$ cat src/rtl/uart_rx_frame_assembler.sv
// rtl/uart_rx_frame_assembler.sv - UART receive frame assembler (start/data/parity/stop tracking)
//
// Consumes one voted bit per BIT_AVAILABLE strobe and walks the frame:
// start, DATA_WIDTH data bits LSB first, optional parity, stop.
// Optional feature macro: UART_RX_ERR_CNT_EN (saturating parity/stop error counters).
//
// Ports:
//   CLK            receive oversampling clock
//   RST            asynchronous active-low reset
//   SAMPLED_BIT    voted bit value, meaningful while BIT_AVAILABLE=1
//   BIT_AVAILABLE  one-cycle strobe, one bit consumed per high cycle
//   PAR_EN         frame carries a parity bit (sampled at start bit)
//   PAR_TYP        0 even / 1 odd parity (sampled at start bit)
//   ERR_CNT_CLR    synchronous clear of both error counters (macro only)
//   P_DATA         last correctly received word
//   DATA_VALID     one-cycle strobe, P_DATA updated
//   PAR_ERR        one-cycle strobe, parity mismatch
//   STP_ERR        one-cycle strobe, stop bit sampled 0
//   STRT_GLITCH    one-cycle strobe, start bit sampled 1
//   BUSY           frame in progress
//   PAR_ERR_CNT    saturating parity error count (macro only)
//   STP_ERR_CNT    saturating stop error count (macro only)

module uart_rx_frame_assembler #(
    parameter int DATA_WIDTH = 8
) (
    input  logic                  CLK,
    input  logic                  RST,
    input  logic                  SAMPLED_BIT,
    input  logic                  BIT_AVAILABLE,
    input  logic                  PAR_EN,
    input  logic                  PAR_TYP,
`ifdef UART_RX_ERR_CNT_EN
    input  logic                  ERR_CNT_CLR,
    output logic [7:0]            PAR_ERR_CNT,
    output logic [7:0]            STP_ERR_CNT,
`endif
    output logic [DATA_WIDTH-1:0] P_DATA,
    output logic                  DATA_VALID,
    output logic                  PAR_ERR,
    output logic                  STP_ERR,
    output logic                  STRT_GLITCH,
    output logic                  BUSY
);

    localparam int CW = (DATA_WIDTH > 1) ? $clog2(DATA_WIDTH) : 1;
    localparam logic [CW-1:0] LAST_BIT = CW'(DATA_WIDTH - 1);

    typedef enum logic [1:0] {
        IDLE   = 2'd0,
        DATA   = 2'd1,
        PARITY = 2'd2,
        STOP   = 2'd3
    } state_t;

    state_t                state, state_next;
    logic [CW-1:0]         cnt;
    logic [DATA_WIDTH-1:0] shreg;
    logic                  par_bad;
    logic                  cfg_par_en;
    logic                  cfg_par_typ;
    logic                  dv_next, pe_next, se_next, sg_next;

    always_ff @(posedge CLK or negedge RST) begin
        if (!RST) begin
            state <= IDLE;
        end else begin
            state <= state_next;
        end
    end

    always_comb begin
        state_next = state;
        dv_next    = 1'b0;
        pe_next    = 1'b0;
        se_next    = 1'b0;
        sg_next    = 1'b0;
        if (BIT_AVAILABLE) begin
            case (state)
                IDLE: begin
                    if (!SAMPLED_BIT) begin
                        state_next = DATA;
                    end else begin
                        sg_next = 1'b1;
                    end
                end
                DATA: begin
                    if (cnt == LAST_BIT) begin
                        state_next = cfg_par_en ? PARITY : STOP;
                    end
                end
                PARITY: begin
                    state_next = STOP;
                end
                STOP: begin
                    state_next = IDLE;
                    dv_next    = SAMPLED_BIT && !par_bad;
                    pe_next    = par_bad;
                    se_next    = !SAMPLED_BIT;
                end
                default: begin
                    state_next = IDLE;
                end
            endcase
        end
    end

    always_ff @(posedge CLK or negedge RST) begin
        if (!RST) begin
            cnt         <= '0;
            shreg       <= '0;
            par_bad     <= 1'b0;
            cfg_par_en  <= 1'b0;
            cfg_par_typ <= 1'b0;
            P_DATA      <= '0;
            DATA_VALID  <= 1'b0;
            PAR_ERR     <= 1'b0;
            STP_ERR     <= 1'b0;
            STRT_GLITCH <= 1'b0;
            BUSY        <= 1'b0;
        end else begin
            DATA_VALID  <= dv_next;
            PAR_ERR     <= pe_next;
            STP_ERR     <= se_next;
            STRT_GLITCH <= sg_next;
            // Registered BUSY tracks the state register it is derived from.
            BUSY        <= (state_next != IDLE);
            if (BIT_AVAILABLE) begin
                case (state)
                    IDLE: begin
                        if (!SAMPLED_BIT) begin
                            shreg       <= '0;
                            cnt         <= '0;
                            par_bad     <= 1'b0;
                            cfg_par_en  <= PAR_EN;
                            cfg_par_typ <= PAR_TYP;
                        end
                    end
                    DATA: begin
                        // LSB arrives first, so shifting in at the top leaves it at bit 0.
                        shreg <= {SAMPLED_BIT, shreg[DATA_WIDTH-1:1]};
                        cnt   <= (cnt == LAST_BIT) ? '0 : cnt + CW'(1);
                    end
                    PARITY: begin
                        par_bad <= (SAMPLED_BIT != (^shreg ^ cfg_par_typ));
                    end
                    STOP: begin
                        par_bad <= 1'b0;
                        if (dv_next) begin
                            P_DATA <= shreg;
                        end
                    end
                    default: begin
                    end
                endcase
            end
        end
    end

`ifdef UART_RX_ERR_CNT_EN
    // Counters step on the same edge that raises their strobe.
    always_ff @(posedge CLK or negedge RST) begin
        if (!RST) begin
            PAR_ERR_CNT <= 8'd0;
            STP_ERR_CNT <= 8'd0;
        end else if (ERR_CNT_CLR) begin
            PAR_ERR_CNT <= 8'd0;
            STP_ERR_CNT <= 8'd0;
        end else begin
            if (pe_next && (PAR_ERR_CNT != 8'hFF)) begin
                PAR_ERR_CNT <= PAR_ERR_CNT + 8'd1;
            end
            if (se_next && (STP_ERR_CNT != 8'hFF)) begin
                STP_ERR_CNT <= STP_ERR_CNT + 8'd1;
            end
        end
    end
`endif

endmodule

$ cat config.mk
export PLATFORM = sky130hd
export DESIGN_NAME = uart_rx_frame_assembler
export DESIGN_NICKNAME = d
export VERILOG_FILES = /design/src/rtl/uart_rx_frame_assembler.sv
export SDC_FILE = /design/constraint.sdc
export NUM_CORES = 1
export LEC_CHECK = 0
export CELL_PAD_IN_SITES_DETAIL_PLACEMENT = 0
export CELL_PAD_IN_SITES_GLOBAL_PLACEMENT = 1
export CORE_UTILIZATION = 38
export DETAILED_ROUTE_END_ITERATION = 12
export GPL_ROUTABILITY_DRIVEN = 0
export GPL_TIMING_DRIVEN = 0
export PLACE_DENSITY = 0.85
export SLEW_MARGIN = 30
export SYNTH_ARGS = -nofsm -noshare
export SYNTH_HDL_FRONTEND = slang
export SYNTH_SLANG_ARGS = --single-unit
$ cat constraint.sdc
create_clock -name CLK -period 1.55 [get_ports CLK]
set_input_delay 0.31 -clock CLK [delete_from_list [all_inputs] [get_ports CLK]]
set_output_delay 0.31 -clock CLK [all_outputs]
set_load 0.005 [all_outputs]
-- Word-level counts from Yosys, hierarchy flattened
Index checks and enable logic that the tools add are counted.
- register bits: 29
- output and inout port bits: 13
- logic and storage cells: 54
- bits of input ports: 6
- add/sub/neg operators: 1
- reduce and logical (&&, ||, !) cells: 12
- muxes and demuxes: 21
- equal/unequal tests: 6
- bitwise operators: 2
- operators by type and width (cell ; count):
    one-hot mux 8 bit (2 select lines) ; 1
    AND reduction 3 bit ; 4
    two-way mux 1 bit ; 11
    two-way mux 8 bit ; 1
    one-hot mux 2 bit (4 select lines) ; 1
    parity 8 bit ; 1
    two-way mux 2 bit ; 3
    two-way mux 3 bit ; 2
    one-hot mux 3 bit (2 select lines) ; 1
    equality test 2 bit (second input constant) ; 2
    nonzero test 2 bit ; 2
    adder 3 x 1 -> 3 bit (second input constant) ; 1
    equality test 3 bit (second input constant) ; 1
    one-hot mux 1 bit (3 select lines) ; 1
    nonzero test 3 bit ; 1
    equality test 2 x 1 -> 1 bit (second input constant) ; 1
    logical NOT 1 bit ; 2
    logical NOT 2 bit ; 1
    != test 2 bit (second input constant) ; 1
    logical AND 1 bit ; 1
    != test 1 bit ; 1
    NOT 1 bit ; 1
    XOR 1 bit ; 1

-- Depth between registers and ports, before layout
- depth after elaboration: 5
- mapped depth: 6
- depth with buffers taken out: 6

-- Worst setup path before layout
No wires, ideal clock.
- path type: register to register
- start point: register cnt[0]
- end point: register cnt[0]
- required time: 1.467 ns
- arrival time: 1.357 ns
- library setup time: 0.083 ns
- period minus slack after synthesis: 1.439 ns
- cell stages (with the launch flop): 5
- path buffers: 0
- slack: 0.111 ns
- path through: dfrtp_1 ha_1 ha_1 or4b_1 o21ai_0
- word-level cells in the longest chain between the ends: 3
- elaborated cells on any way between the ends: 4
- classes of those cells: add/sub (1); eq/ne (1); mux (2)
- ends and longest elaborated chain (element ; line ; text):
    from (decl) ; 57 ; logic [CW-1:0] cnt;
    from (signal assigned) ; 142 ; cnt <= (cnt == LAST_BIT) ? '0 : cnt + CW'(1);
    adder 3 x 1 -> 3 bit / equality test 3 bit (equally long branches) ; 142 ;
    two-way mux 3 bit * ; 142 ;
    one-hot mux 3 bit (2 select lines) * ; 129 ; case (state)
Mark *: on every way between the ends. The rest lies on a longest branch, timed or not.
A chain may end at the register's enable or synchronous reset.

-- Worst setup path after layout
- start point: register P_DATA[5]
- end point: output port P_DATA[5]
- RTL lines (element ; line ; text):
    from (decl) ; 38 ; output logic [DATA_WIDTH-1:0] P_DATA,
    from (signal assigned) ; 150 ; P_DATA <= shreg;
No word-level cell between the ends.

==> results.py <==
metrics = {
    "power": {
        "finalPower_mw": 2.80,
        "p_int_mw": 1.92,
        "power_leakage_nw": 0.757,
        "power_frac_seq_pct": 43.6,
        "irDropWorstVdd_mv": 0.765,
        "switching_share_pct": 31.2,
        "clock_power_share_pct": 15.3,
        "pwr-share-comb_pct": 41.2,
        "switchingPower_uw": 873,
        "power_density_nw_per_um2": 1820,
    },
    "logic_synthesis": {
        "synthTopCellsByArea": "dfrtp_1, mux2_2, a22o_1",
        "netlist_instances": 92,
        "synth_top_area_cell": "dfrtp_1",
        "yosysWarnings": 0,
        "ys_types": 25,
        "syn_nets": 100,
        "yosysTopAreaCellShare_pct": 58.8,
        "avgSynthCellArea_sq_um": 13.4,
        "yosysSeqAreaShare_pct": 58.8,
        "ys_seq_elements": 29,
        "netlist_area_sq_um": 1230,
    },
    "setup_path": {
        "crit_path_top_delay_cell": "clkdlybuf4s50_1",
        "cp_max_fo": 2,
        "critPathArrivalTime_ns": 1.17,
        "cp_top_family": "buffers and inverters",
        "cp-startpoint": "P_DATA[5]",
        "r2r_start": "cnt[0]",
        "worstSetupPathType": "register to output pin",
        "worst-path-buf-inv": 1,
        "crit_chain": "clkdlybuf4s50_1",
        "cp-end-kind": "output pin",
        "worst_setup_path_start_kind": "register",
        "critPathMaxStageDelay_ns": 0.50,
        "cp.required_ns": 1.24,
    },
    "timing": {
        "final.setup.worst_slack_ns": 0.0671,
        "rsz0062_at_grt": "false",
        "fin_setup_tns_ns": 0,
        "max_clock_freq_mhz": 674,
        "layout_min_cycle_time_ns": 1.48,
        "fin_crit_sh_pct": 95.7,
        "holdWs_ns": -0.00615,
        "tightest_slew_ns": 0.623,
        "setup_viol": 0,
        "finalHoldViolCount": 21,
        "maxSlewHeadroom_pct": 58.4,
        "fin_skew_ns": 0.00468,
        "slew_violations": 0,
    },
    "drt": {
        "vias": 773,
        "routed_wl_um": 1980,
        "drtIter0Drc": 18,
        "drt-vias-per-instance": 4.77,
        "first_pass_iters": 4,
        "wl_per_cell_um": 12.2,
        "postRouteAntennaNets": 0,
        "drc": 0,
    },
    "cells_and_area": {
        "fillers": 270,
        "layout_common_cells": "dfrtp_1, clkdlybuf4s50_1, mux2_2, a22o_1",
        "final_cells": 162,
        "area_delta_synth_final_pct": 24.3,
        "fin_nets": 125,
        "fin_util_pct": 49.8,
        "fin_area_sq_um": 1530,
        "layout-drive-gt1-share_pct": 26.3,
        "final_common_cell": "dfrtp_1",
        "antenna_cells": 0,
    },
    "die": {
        "row_count": 20,
        "core-area_sq_um": 3080,
        "die_w_um": 59.0,
        "die-height_um": 59.0,
        "ioPinCount": 19,
        "start_util_pct": 40.1,
        "die_area_sq_um": 3480,
    },
    "clock_tree": {
        "cts_tree": "built",
        "cts-hold-fix-buffers": 0,
        "cts_root_buf": "clkbuf_4",
        "clock-sinks": 29,
        "cts.path.max_buffers": 2,
        "clkTransAtPathRegs_ns": 0.09,
        "cts_made_buffers": 5,
        "htreeDepth": 2,
        "worstSkewPairLatency_ns": 0.32,
    },
    "placement": {
        "portBuffers": 17,
        "dp.cells": 153,
        "pre_cts_slack_ns": -0.373,
        "dpl.hpwl_um": 1330,
        "dpl_cell_area_sq_um": 1450,
    },
    "run_status": {
        "violations": "negative hold slack",
        "status": "complete, but fails checks",
    },
    "global_routing": {
        "grt_overflow": 0,
        "grt_pass1_vias": 765,
        "track_usage_pct": 13.7,
        "grt_pass1_wl_um": 3510,
        "antenna_found_initial": 0,
        "grt_max_degree": 30,
    },
    "worst_hold_path": {
        "hp-class": "input pin to asynchronous set/reset pin",
    },
    "run": {
        "cap_violations": 0,
    },
}
area by class of cell:
| class | instances | area [sq um] | share of cell area (%) |
|---|---|---|---|
| Multi-Input combinational cell | 57 | 487 | 31.7 |
| Sequential cell | 29 | 726 | 47.3 |
| Clock inverter | 2 | 10.0 | 0.653 |
| Clock buffer | 6 | 41.3 | 2.69 |
| Inverter | 1 | 3.75 | 0.245 |
| Buffer | 5 | 30.0 | 1.96 |
| Tap cell | 44 | 55.1 | 3.59 |
| Timing Repair Buffer | 18 | 181 | 11.8 |
state kept, by name, summed over array words and instances, names as in the netlist:
register     flops
BUSY             1
STP_ERR          1
cfg_par_en       1
DATA_VALID       1
P_DATA           8
PAR_ERR          1
state            2
par_bad          1
shreg            8
STRT_GLITCH      1
cnt              3
cfg_par_typ      1
cells in the mapped netlist:
master,instances
or2_1,1
dfrtp_1,29
xnor2_1,6
a22o_1,10
nor4bb_1,1
nor3b_2,1
xor2_1,1
o21ai_1,1
clkbuf_2,1
nand2_1,4
mux2_2,10
nand3b_1,2
nor2_2,1
ha_1,2
nand2b_1,3
buf_2,3
a21oi_1,2
or4b_1,1
inv_1,1
nand3_2,1
nor4b_2,1
nor2_1,5
o21ai_0,3
xnor3_1,1
buf_4,1
cell families (layout without fill, tap and decap cells):
kind of cell             after synthesis  in the layout  synth area share, %
AO/OA/AOI/OAI                         16             16                 9.53
flip-flops                            29             29                 58.8
XOR/XNOR                               8              8                 6.80
AND/OR/NAND/NOR                       21             21                 11.2
multiplexers                          10             10                 9.13
buffers and inverters                  6             32                 2.53
adder cells (fa/ha/maj)                2              2                 2.03
path summary, 6_finish.rpt:
kind                                    to  slack [ns]  cells after the start
max in group asynchronous             BUSY        1.15                      1
worst min register to register  cfg_par_en        0.51                      1
worst max register to register      cnt[0]        0.07                      4
worst min-delay path             P_DATA[1]      -0.006                      1
worst max-delay path             P_DATA[5]        0.07                      1
min in group CLK                   STP_ERR        0.27                      2
power groups by stage:
stage	Clock [mW]	Sequential (mW)	Combinational, mW
floorplan	0	1.21	0.775
detailed placement	0	1.24	1.11
CTS	0.439	1.23	1.12
global route	0.488	1.26	1.26
finish	0.427	1.22	1.15
global placement	0	1.23	1.09
per-layer routing:
metal  part of all wire [%]  routed length (um)  GRT usage [%]  up-vias
met5                      0                   0              0        -
met4                      0                   0           4.08        0
met3                    4.1                  81           5.24        0
met2                     49                 965           21.3       16
met1                     47                 931           17.9      383
li1                       -                   -              -      374
repair_timing:
item | CTS | global route
gates cloned | 0 | 0
endpoints found under the setup margin | 9 | 9
resized for setup | 2 | 9
endpoints found under the hold margin | 0 | 0
buffers inserted | 0 | 1
(Power assumes the default switching activity.)
